--- src/rtl/uart_rx_deser.sv ---
// LSB-first deserializer with bit counter and running XOR parity, controlled
// by the frame FSM through clr/load.
module uart_rx_deser #(
   parameter int unsigned DATA_WIDTH = 8
) (
   input  logic                  clk,
   input  logic                  rst_n,
   input  logic                  clr,
   input  logic                  load,
   input  logic                  bit_in,
   output logic [DATA_WIDTH-1:0] shreg,
   output logic                  run_par,
   output logic                  last_c
);

   localparam int unsigned CNT_W = $clog2(DATA_WIDTH + 1);

   logic [CNT_W-1:0] cnt;

   always_ff @(posedge clk or negedge rst_n) begin
      if (!rst_n) begin
         shreg   <= '0;
         run_par <= 1'b0;
         cnt     <= '0;
      end else if (clr) begin
         shreg   <= '0;
         run_par <= 1'b0;
         cnt     <= '0;
      end else if (load) begin
         shreg   <= {bit_in, shreg[DATA_WIDTH-1:1]};
         run_par <= run_par ^ bit_in;
         cnt     <= cnt + CNT_W'(1);
      end
   end

   // High while the bit being loaded is the final data bit of the word.
   assign last_c = (cnt == CNT_W'(DATA_WIDTH - 1));

endmodule

--- config.mk ---
export PLATFORM = sky130hd
export DESIGN_NAME = uart_rx_deser
export DESIGN_NICKNAME = d
export VERILOG_FILES = /design/src/rtl/uart_rx_deser.sv
export SDC_FILE = /design/constraint.sdc
export NUM_CORES = 1
export LEC_CHECK = 0
export ABC_AREA = 1
export BUFFER_PORTS_ARGS = -buffer_cell sky130_fd_sc_hd__buf_2
export CORE_AREA = 5 5 42 44
export CTS_CLUSTER_SIZE = 28
export DETAILED_ROUTE_END_ITERATION = 8
export DIE_AREA = 0 0 47 49
export HOLD_SLACK_MARGIN = 0.08
export MAX_ROUTING_LAYER = met4
export PLACE_DENSITY_LB_ADDON = 0.15
export SYNTH_ARGS = -nofsm -noshare
export SYNTH_HDL_FRONTEND = slang
export SYNTH_SLANG_ARGS = --single-unit
--- constraint.sdc ---
create_clock -name clk -period 2.2 [get_ports clk]
set_input_delay 0.44 -clock clk [delete_from_list [all_inputs] [get_ports clk]]
set_output_delay 0.44 -clock clk [all_outputs]
set_load 0.005 [all_outputs]
After elaboration in Yosys (flattened, before gate mapping)
Cells that the tools add are included.
{"block": "totals", "output_inout_bits": 10, "in_bits": 5, "register_bits": 13}
{"block": "op_classes", "n_eq_ne": 1, "addsub": 1, "bitwise_logic": 1, "mux": 6, "reduce_logical": 1}
{"op": "$mux 8", "n": 2}
{"op": "$mux 4", "n": 2}
{"op": "$add 4x1->4 const B", "n": 1}
{"op": "$eq 4x3->1 const B", "n": 1}
{"op": "$mux 1", "n": 2}
{"op": "$reduce_bool 2->1", "n": 1}
{"op": "$xor 1x1->1", "n": 1}

Logic depth before layout (Yosys ltp)
Gate-level depths: netlist of run 1.
{"block": "depth", "depth_word": 3, "depth_mapped": 5, "ltp_nobuf": 5}

Worst setup path before layout of run 1
Ideal clock, no wire load.
{"block": "synth_path", "kind": "reg-to-output", "from": "register cnt[0]", "to": "output port last_c", "path_slack_ns": 0.974, "path_buffers": 0, "arrival_time_ns": 0.786, "path_stages_with_launch": 4, "required_ns": 1.760, "cell_sequence": "dfrtp_1 ha_1 inv_1 nor3_1"}
{"block": "synth_via", "elab_chain_cells": 1}
{"item": "start, declared", "line": "18", "source": "logic [CNT_W-1:0] cnt;"}
{"item": "start signal, assigned", "line": "32", "source": "cnt <= cnt + CNT_W'(1);"}
{"item": "$eq 4x3->1", "line": "37", "source": "assign last_c = (cnt == CNT_W'(DATA_WIDTH - 1));"}
{"item": "end, declared", "line": "13", "source": "output logic last_c"}
Every way passes these cells.

Worst setup path after layout of run 1
Same ends and word-level chain as after synthesis.

==> summary.txt, run 1 <==
clock power share -> 33.5%
Mapped Cells -> 64
Ys Warns -> 0
biggest area consumer among synthesized cells -> dfrtp_1
part of the power in combinational logic -> 9.6%
Hold WC Path Type -> input pin to flip-flop
core box area -> 1400 um2
Sw Pwr -> 0.111 mW
worst hold start -> clr
status -> complete, no violations
r2r endpoint -> cnt[2]
DR pass1 iterations -> 4
CP cell instances -> ha_1 -> inv_1 -> nor3_1 -> buf_2
crit-path max cell delay -> 0.39 ns
Sinks on Clock Net -> 13
CP max FO -> 3
sequential area share after synthesis -> 55.9%
clk_skew -> 0.00279 ns
Largest delay share family, worst path -> flip-flops
vias in the first global route -> 471
clk_lat worst skew -> 0.28 ns
largest net degree at the start of global routing -> 14
Routed Antenna Nets -> 0
clk buf depth -> 2
Data required, critical path -> 1.76 ns
DIE AREA -> 2300 um2
pwr/cell area -> 647 nW/um2
Die Height -> 49 um
Post-Syn Area -> 582 um2
Startpoint Class -> flip-flop
Area after DPL -> 649 um2
initial antenna violation count -> 0
Data arrival, critical path -> 1.19 ns
net count after synthesis -> 70
Static Leakage -> 0.362 nW
cts repair resizes -> 0
share of cells above drive strength 1 -> 24.7%
postcts setup bufs -> 0
Netlist cell types -> 14
Hold Crit Endpoint -> cnt[0]
syn_area_per_cell -> 9.09 um2
Synth top area share -> 55.9%
Core Util, Final -> 48.9%
WHS -> 0.402 ns
worst path bufs/invs -> 2
grt total ovfl -> 0
Die Wd -> 47 um
kind of critical path -> flip-flop to output port
root buffer cell -> clkbuf_4
# diodes -> 0
post-route cell area -> 686 um2
Worst VDD drop -> 0.352 mV
CTS buffer count -> 3
Reg2Reg Setup Slack -> 1.22 ns
fmax -> 0.612 GHz
flop and latch count out of synthesis -> 13
I/O Buffers -> 14
Int Power -> 0.332 mW
Post-DP HPWL -> 825 um
cells on worst reg2reg path -> 4
Worst Hold Depth -> 2
Vias/cell -> 4.81
sequential power share -> 56.9%
CTS tree -> built
RSZ-0062 raised after global routing -> false
Final min period -> 1.63 ns
PnR Total Power -> 0.444 mW
Total Nets Final -> 88
boundary pin count -> 15
synth top area cells -> dfrtp_1, nand2_1, nand3_1
vias post-DR -> 467
GP Congestion -> 0.718
Setup Total Neg Slack -> 0 ns
Sw Ratio -> 25.1%
hold_buf cts -> 1
Reg2Reg Launch Point -> cnt[0]
clock-pin transition on the worst setup and hold timing paths -> 0.08 ns
Initial Util -> 41.5%
crit end category -> output port
crit share post-route -> 74.3%
Final Hold Viols -> 0
max-slew violations -> 0
initial drt markers -> 15
GRT Total Usage -> 13.1%
WL/cell -> 11.6 um
final setup vio count -> 0
# rows -> 14
slowest CP cell -> dfrtp_1
first-pass GRT wire length -> 2080 um
total routed wirelength -> 1130 um
P&R area growth vs syn -> 17.8%
DRC viols -> 0
worst slew pin tran -> 0.327 ns
H-tree levels -> 1
Max Cap Violations -> 0
worst rel slew slack -> 78.2%
==> synthesized netlist by cell type <==
cell      n
a21oi_1   2
a21oi_2   1
buf_6     2
dfrtp_1  13
ha_1      1
inv_1     6
nand2_1  15
nand3_1   7
nor2_1    6
nor2_2    1
nor2_4    1
nor3_1    3
o21ai_0   5
xnor2_1   1
==> cell type report <==
type	count	area [um2]
Timing Repair Buffer	15	80.1
Tap cell	16	20.0
Sequential cell	13	325
Clock buffer	4	26.3
Inverter	6	22.5
Multi-Input combinational cell	43	211
Fill cell	144	716
==> stage by stage <==
step	worst slack, ns	cells
6_report	0.565	97
5_1_grt	0.484	97
2_1_floorplan	0.974	64
3_5_place_dp	0.863	92
3_3_place_gp	0.876	92
4_1_cts	0.552	97
==> worst max path at each step <==
stage	endpoint	startpoint	cells past startpoint	slack, ns
finish	last_c	cnt[0]	4	0.57
global route	last_c	cnt[0]	4	0.48
CTS	last_c	cnt[0]	4	0.55
detailed placement	cnt[3]	clr	5	0.86
global placement	cnt[3]	clr	5	0.88
floorplan	last_c	cnt[0]	3	0.97
==> power by group through the flow <==
stage	registers (mW)	clock network (mW)	logic, mW
global placement	0.257	0	0.0423
detailed placement	0.257	0	0.0424
CTS	0.252	0.154	0.0437
finish	0.252	0.149	0.0427
floorplan	0.257	0	0.0265
global route	0.254	0.170	0.0511
==> cells in the final DEF (no fill, tap or decap) <==
cell	instances
nor3_1	3
buf_2	14
o21ai_0	5
ha_1	1
clkbuf_1	1
dlygate4sd3_1	1
nor2_4	1
nor2_1	6
clkbuf_4	3
a21oi_2	1
xnor2_1	1
a21oi_1	2
dfrtp_1	13
nor2_2	1
nand3_1	7
inv_1	6
nand2_1	15
==> cell families after synthesis <==
kind of cell               count (synthesis)  share of synthesized area (%)
adders and majority gates                  1                           2.15
DFF                                       13                           55.9
xor gates and xnor gates                   1                           1.51
buffers and inverters                      8                           7.74
and+or+nand+nor                           33                           25.2
AOI/OAI and AO/OA                          8                           7.53
==> routing by layer <==
| metal | GRT usage (%) | up-vias | routed length (um) |
|---|---|---|---|
| li1 | - | 240 | - |
| met1 | 16.7 | 212 | 547 |
| met2 | 17.6 | 13 | 490 |
| met3 | 3.69 | 2 | 77 |
| met4 | 8.29 | 0 | 10 |
| met5 | - | - | 0 |
==> sequential cells by signal, summed over array words and instances (netlist names) <==
register / flops
shreg: 8
cnt: 4
run_par: 1
(Power assumes the default switching activity.)
==> run 2, diff against run 1 <==
--- a/config.mk
+++ b/config.mk
@@ -5,12 +5,12 @@
 export SDC_FILE = /design/constraint.sdc
 export NUM_CORES = 1
 export LEC_CHECK = 0
-export ABC_AREA = 1
+export ABC_AREA = 0
 export BUFFER_PORTS_ARGS = -buffer_cell sky130_fd_sc_hd__buf_2
-export CORE_AREA = 5 5 42 44
+export CORE_MARGIN = 5
+export CORE_UTILIZATION = 44
 export CTS_CLUSTER_SIZE = 28
 export DETAILED_ROUTE_END_ITERATION = 8
-export DIE_AREA = 0 0 47 49
 export HOLD_SLACK_MARGIN = 0.08
 export MAX_ROUTING_LAYER = met4
 export PLACE_DENSITY_LB_ADDON = 0.15
==> constraint.sdc (replaced) <==
create_clock -name clk -period 1.4 [get_ports clk]
set_input_delay 0.28 -clock clk [delete_from_list [all_inputs] [get_ports clk]]
set_output_delay 0.28 -clock clk [all_outputs]
set_load 0.005 [all_outputs]
==> run 2 against run 1 <==
Net effect:
- global-route usage is 2.1 points lower
- final cell count is 14% lower
- register-to-register slack worse by 0.85 ns
- clock skew barely moved
- sequential share of layout area is 2.5 points lower
- clock power rose by 52%
- worst hold slack got worse by 0.11 ns
- combinational power increased by 86%
- non-clock buffer count rose by 3
- worst setup slack got worse by 0.52 ns
- design area grew 5.5%
==> summary.txt, run 2 <==
root buffer cell -> clkbuf_4
CTS buffer count -> 3
DRC viols -> 0
I/O Buffers -> 14
boundary pin count -> 15
clk buf depth -> 2
net count after synthesis -> 55
grt total ovfl -> 0
Setup Total Neg Slack -> 0 ns
flop and latch count out of synthesis -> 13
crit-path max cell delay -> 0.39 ns
Sw Ratio -> 23.8%
Netlist cell types -> 15
initial antenna violation count -> 0
multiplexer share of the synthesized area -> 17.4%
worst rel slew slack -> 80.2%
H-tree levels -> 1
syn_area_per_cell -> 12.3 um2
worst slew pin tran -> 0.296 ns
vias in the first global route -> 394
CTS tree -> built
worst path bufs/invs -> 1
kind of critical path -> flip-flop to output port
largest net degree at the start of global routing -> 15
biggest area consumer among synthesized cells -> dfrtp_1
Synth Area in Adders -> 2.07%
status -> complete, no violations
setup ws final -> 0.0494 ns
largest family of logic cells by synthesized area -> multiplexers
final setup vio count -> 0
Data required, critical path -> 1.12 ns
Most flops, register -> shreg
Max Cap Violations -> 0
crit share post-route -> 96.5%
max-slew violations -> 0
vias post-DR -> 389
Sinks on Clock Net -> 13
Ys Warns -> 0
Final min period -> 1.35 ns
clock power share -> 32.5%
max reg flops -> 8
first-pass GRT wire length -> 1640 um
DR pass1 iterations -> 2
asr flop ratio synth -> 100%
clock-pin transition on the worst setup and hold timing paths -> 0.08 ns
fmax -> 0.740 GHz
commonest non-fill, non-tap cell in the layout -> buf_2
RSZ-0062 raised after global routing -> false
Hold WC Path Type -> input pin to flip-flop
slowest CP cell -> dfrtp_1
total routed wirelength -> 1080 um
sequential power share -> 56.2%
Static Leakage -> 0.398 nW
Core Util, Final -> 55.6%
sequential area share after synthesis -> 53.8%
Synth top area share -> 53.8%
share of cells above drive strength 1 -> 36.8%
GRT Total Usage -> 11.0%
# rows -> 13
top_reg_cell synth -> dfrtp_1
pwr/cell area -> 969 nW/um2
Area after DPL -> 669 um2
Post-Place Worst Slack -> 0.252 ns
Synth Area in Simple Gates -> 15.1%
DIE AREA -> 2210 um2
clk_skew -> 0.00271 ns
Data arrival, critical path -> 1.07 ns
Die Height -> 47.1 um
Final Hold Viols -> 0
leading registers by flop count -> shreg: 8 flops, cnt: 4 flops, run_par: 1 flops
Compound-Gate Fraction of Synth Area -> 4.97%
Total Nets Final -> 75
WHS -> 0.289 ns
Startpoint Class -> flip-flop
cell with the most instances after synthesis -> dfrtp_1
Worst VDD drop -> 0.534 mV
part of the power in combinational logic -> 11.3%
Sw Pwr -> 0.167 mW
GP Congestion -> 0.710
Die Wd -> 47.1 um
core box area -> 1300 um2
Initial Util -> 46.4%
crit end category -> output port
list of most frequent post-synthesis cells -> dfrtp_1, nor2_1, mux2i_1
Routed Antenna Nets -> 0
clk_lat worst skew -> 0.27 ns
P&R area growth vs syn -> 19.7%
Largest delay share family, worst path -> flip-flops
# diodes -> 0
Vias/cell -> 4.69
Mapped Cells -> 49
WL/cell -> 13.0 um
CP cell instances -> ha_2 -> nand2_1 -> nor2_1 -> buf_2
Int Power -> 0.534 mW
initial drt markers -> 5
synth top area cells -> dfrtp_1, mux2i_1, nor2_1
Post-Syn Area -> 604 um2
post-synthesis xor/xnor area fraction -> 1.45%
most frequent cells in the layout -> buf_2, dfrtp_1, nor2_1
Post-synth EDFFs -> 0
post-route cell area -> 723 um2
CP max FO -> 3
run 2: cell types whose count changed after synthesis, sizes merged, moves of 3 or more:
cell,before,now
inv,6,0
mux2i,0,9
nand2,15,1
nand3,7,0
nor2,8,12
nor3,3,0
o21ai,5,0
run 2: cells by family after synthesis:
group,Yosys count
buffers and inverters,3
muxes,10
DFF,13
AOI/OAI and AO/OA,4
and+or+nand+nor,17
xor gates and xnor gates,1
adders and majority gates,1
run 2: area by class of cell:
class | count | area [um2]
flip-flops and latches | 13 | 325
fillers | 135 | 578
clock buffers | 4 | 26.3
repair buffers | 18 | 103
well taps | 15 | 18.8
multi-input cells | 33 | 250
run 2: worst paths after layout:
| path | slack, ns | cells past startpoint | start | end |
|---|---|---|---|---|
| setup / recovery | 0.05 | 4 | cnt[0] | last_c |
| hold / removal | 0.29 | 3 | bit_in | shreg[7] |
| setup reg to reg | 0.37 | 3 | cnt[1] | cnt[3] |
| hold reg to reg | 0.54 | 2 | shreg[0] | shreg[0] |
| max in group asynchronous | 0.75 | 2 | rst_n | shreg[2] |
| min in group asynchronous | 0.42 | 2 | rst_n | run_par |
run 2: worst min-delay path, cell delays in order:
cell and delay [ns]:
buf_2 0.10, mux2i_1 0.06, nor2_1 0.08
run 2: metrics by stage:
stage          cells  total power, mW
5_1_grt           83            0.740
3_5_place_dp      76            0.471
4_1_cts           83            0.709
6_report          83            0.701
2_1_floorplan     49            0.450
3_3_place_gp      76            0.471
run 2: routing by layer:
metal	wire (um)	share of wire [%]	track usage, %
met5	0	0	-
met4	4	0.37	4.97
met3	51	4.7	2.30
met2	512	47	16.8
met1	513	47	14.0
run 2: what timing repair did:
action,in CTS,in global routing
setup endpoints to repair,1,1
buffers inserted,2,0
hold endpoints to repair,13,0
hold buffers,1,0
gates resized for setup,0,1
run 2: power by group through the flow:
stage	Clock (mW)	Combinational (mW)	Sequential (mW)
finish	0.227	0.0795	0.394
detailed placement	0	0.0656	0.405
global placement	0	0.0658	0.405
CTS	0.235	0.0803	0.393
global route	0.255	0.0900	0.395
floorplan	0	0.0457	0.405
==> run 3, diff against run 2 <==
--- a/config.mk
+++ b/config.mk
@@ -6,11 +6,11 @@
 export NUM_CORES = 1
 export LEC_CHECK = 0
 export ABC_AREA = 0
-export BUFFER_PORTS_ARGS = -buffer_cell sky130_fd_sc_hd__buf_2
-export CORE_MARGIN = 5
-export CORE_UTILIZATION = 44
+export CORE_AREA = 5 5 42 44
 export CTS_CLUSTER_SIZE = 28
 export DETAILED_ROUTE_END_ITERATION = 8
+export DIE_AREA = 0 0 47 49
+export DONT_BUFFER_PORTS = 1
 export HOLD_SLACK_MARGIN = 0.08
 export MAX_ROUTING_LAYER = met4
 export PLACE_DENSITY_LB_ADDON = 0.15
==> constraint.sdc (replaced) <==
create_clock -name clk -period 1.15 [get_ports clk]
set_input_delay 0.23 -clock clk [delete_from_list [all_inputs] [get_ports clk]]
set_output_delay 0.23 -clock clk [all_outputs]
set_load 0.005 [all_outputs]
==> run 3 against run 2 <==
Net effect:
- highest routed layer unchanged
- critical path type unchanged
- combinational power up 8.1%
- global-route usage up 1.7 points
- the run now ends with negative setup slack left
- register-to-register slack worse by 0.36 ns
- utilization down 6.7 points
- clock skew up 0.00090 ns
- first-iteration DRC count down 100%
- clock power up 22%
- die area up 4.0%
==> summary.txt, run 3 (same netlist as run 2, synthesis figures left out) <==
sequential power share -> 57.1%
crit end category -> output port
worst slew pin tran -> 0.592 ns
share of cells above drive strength 1 -> 26.8%
Sinks on Clock Net -> 13
Post-Place Worst Slack -> 0.0749 ns
setup ws final -> -0.0887 ns
Final Hold Viols -> 0
Sw Pwr -> 0.195 mW
GRT Total Usage -> 12.7%
Die Wd -> 47 um
most frequent cells in the layout -> dfrtp_1, nor2_1, mux2i_1
root buffer cell -> clkbuf_4
pwr/cell area -> 1240 nW/um2
worst path bufs/invs -> 0
vias post-DR -> 393
clock power share -> 32.8%
Max Cap Violations -> 0
part of the power in combinational logic -> 10.2%
vias in the first global route -> 428
r2r endpoint -> cnt[3]
fillers -> 144
I/O Buffers -> 0
clk buf depth -> 2
Routed Antenna Nets -> 0
core box area -> 1400 um2
Die Height -> 49 um
Int Power -> 0.651 mW
Sw Ratio -> 23.1%
fmax -> 0.807 GHz
crit share post-route -> 108%
first-pass GRT wire length -> 2070 um
Total Nets Final -> 63
post-route cell area -> 684 um2
Area after DPL -> 593 um2
GRT busiest layer -> met2
final setup vio count -> 1
RSZ-0062 raised after global routing -> true
kind of critical path -> flip-flop to output port
Initial Util -> 43.1%
Worst setup startpoint -> cnt[0]
Data arrival, critical path -> 1.01 ns
max-slew violations -> 0
CP max FO -> 2
status -> finished, violations left
crit-path max cell delay -> 0.39 ns
stages on the worst setup path -> 3
Largest delay share family, worst path -> flip-flops
Worst VDD drop -> 0.485 mV
P&R area growth vs syn -> 13.3%
Hold WC Path Type -> input pin to flip-flop
initial antenna violation count -> 0
grt total ovfl -> 0
WL/cell -> 16.7 um
DRC viols -> 0
Worst Setup EP -> last_c
leading registers by flop count -> shreg: 8 flops, cnt: 4 flops, run_par: 1 flops
DIE AREA -> 2300 um2
boundary pin count -> 15
cells on worst reg2reg path -> 4
GR Util met3 -> 5.17%
GP Congestion -> 0.621
CP cell instances -> ha_2 -> nand2_2 -> nor2_2
CTS buffer count -> 3
# rows -> 14
worst rel slew slack -> 60.4%
Data required, critical path -> 0.92 ns
commonest non-fill, non-tap cell in the layout -> dfrtp_1
Reg2Reg Launch Point -> cnt[0]
Most flops, register -> shreg
Reg2Reg Setup Slack -> 0.01 ns
GR Util met1 -> 12.4%
max reg flops -> 8
clock-pin transition on the worst setup and hold timing paths -> 0.08 ns
Vias/cell -> 5.46
Startpoint Class -> flip-flop
failing checks -> negative setup slack
H-tree levels -> 1
total routed wirelength -> 1200 um
Final min period -> 1.24 ns
met2 usage -> 21.0%
largest net degree at the start of global routing -> 16
# diodes -> 0
clk_skew -> 0.00361 ns
DR pass1 iterations -> 1
slowest CP cell -> dfrtp_1
Post-DP HPWL -> 790 um
Setup Total Neg Slack -> -0.0887 ns
clk_lat worst skew -> 0.27 ns
CTS tree -> built
Static Leakage -> 0.339 nW
initial drt markers -> 0
==> run 3: cell count changes in the layout (fill, tap and decap cells not counted) <==
cell           before  now
buf_2              14    0
a21oi_1             2    1
a21oi_2             0    1
buf_6               0    1
dlygate4sd3_1       1    2
nand2_1             1    0
nand2_2             0    1
nor2_1             12   11
nor2_2              0    1
==> run 3: area by class of cell <==
type                       count  area, um2  area share (%)
tap                           16       20.0            2.93
clock buffer                   4       26.3            3.84
sequential                    13        325            47.5
timing repair buffer           6       53.8            7.86
multi-input combinational     33        259            37.8
==> run 3: worst min-delay path by stage <==
stage	depth (start not counted)	start	endpoint
5_1_grt	2	bit_in	run_par
4_1_cts	2	bit_in	run_par
3_5_place_dp	0	rst_n	cnt[1]
6_report	2	bit_in	run_par
2_1_floorplan	0	rst_n	cnt[0]
3_3_place_gp	0	rst_n	cnt[3]
==> run 3: what timing repair did <==
action                                 CTS  global route
setup endpoints to repair                1             2
hold buffers                             2             0
resized for setup                        2             3
endpoints found under the hold margin   25             0
pin swaps                                1             1
buffers inserted                         3             1
==> run 3: power groups by stage <==
| stage | Clock (mW) | Combinational, mW | Sequential, mW |
|---|---|---|---|
| after floorplan | 0 | 0.0556 | 0.493 |
| after global placement | 0 | 0.0347 | 0.495 |
| after detailed placement | 0 | 0.0388 | 0.497 |
| after CTS | 0.288 | 0.0771 | 0.482 |
| after global routing | 0.319 | 0.0962 | 0.485 |
| final | 0.277 | 0.0859 | 0.483 |
==> run 3: metal layers <==
metal  vias to the layer above  routed length [um]
met5                         -                   0
met4                         0                  32
met2                        12                 631
met3                         4                  84
li1                        177                   -
met1                       200                 452
==> run 3: per-stage QoR <==
stage | cells | total power [mW] | utilization (%) | hold slack, ns
6_report | 72 | 0.846 | 48.8 | 0.111
5_1_grt | 72 | 0.900 | 48.8 | 0.102
4_1_cts | 71 | 0.847 | 47.6 | 0.104
3_5_place_dp | 62 | 0.535 | 42.3 | -0.0651
3_3_place_gp | 62 | 0.530 | 42.3 | -0.0651
2_1_floorplan | 49 | 0.548 | - | -0.0656
==> run 3: worst register-to-register path: stages, from the launching register on <==
cell	delay, ns
dfrtp_1	0.41
buf_4	0.14
buf_6	0.11
nand4_4	0.05
mux2_4	0.30
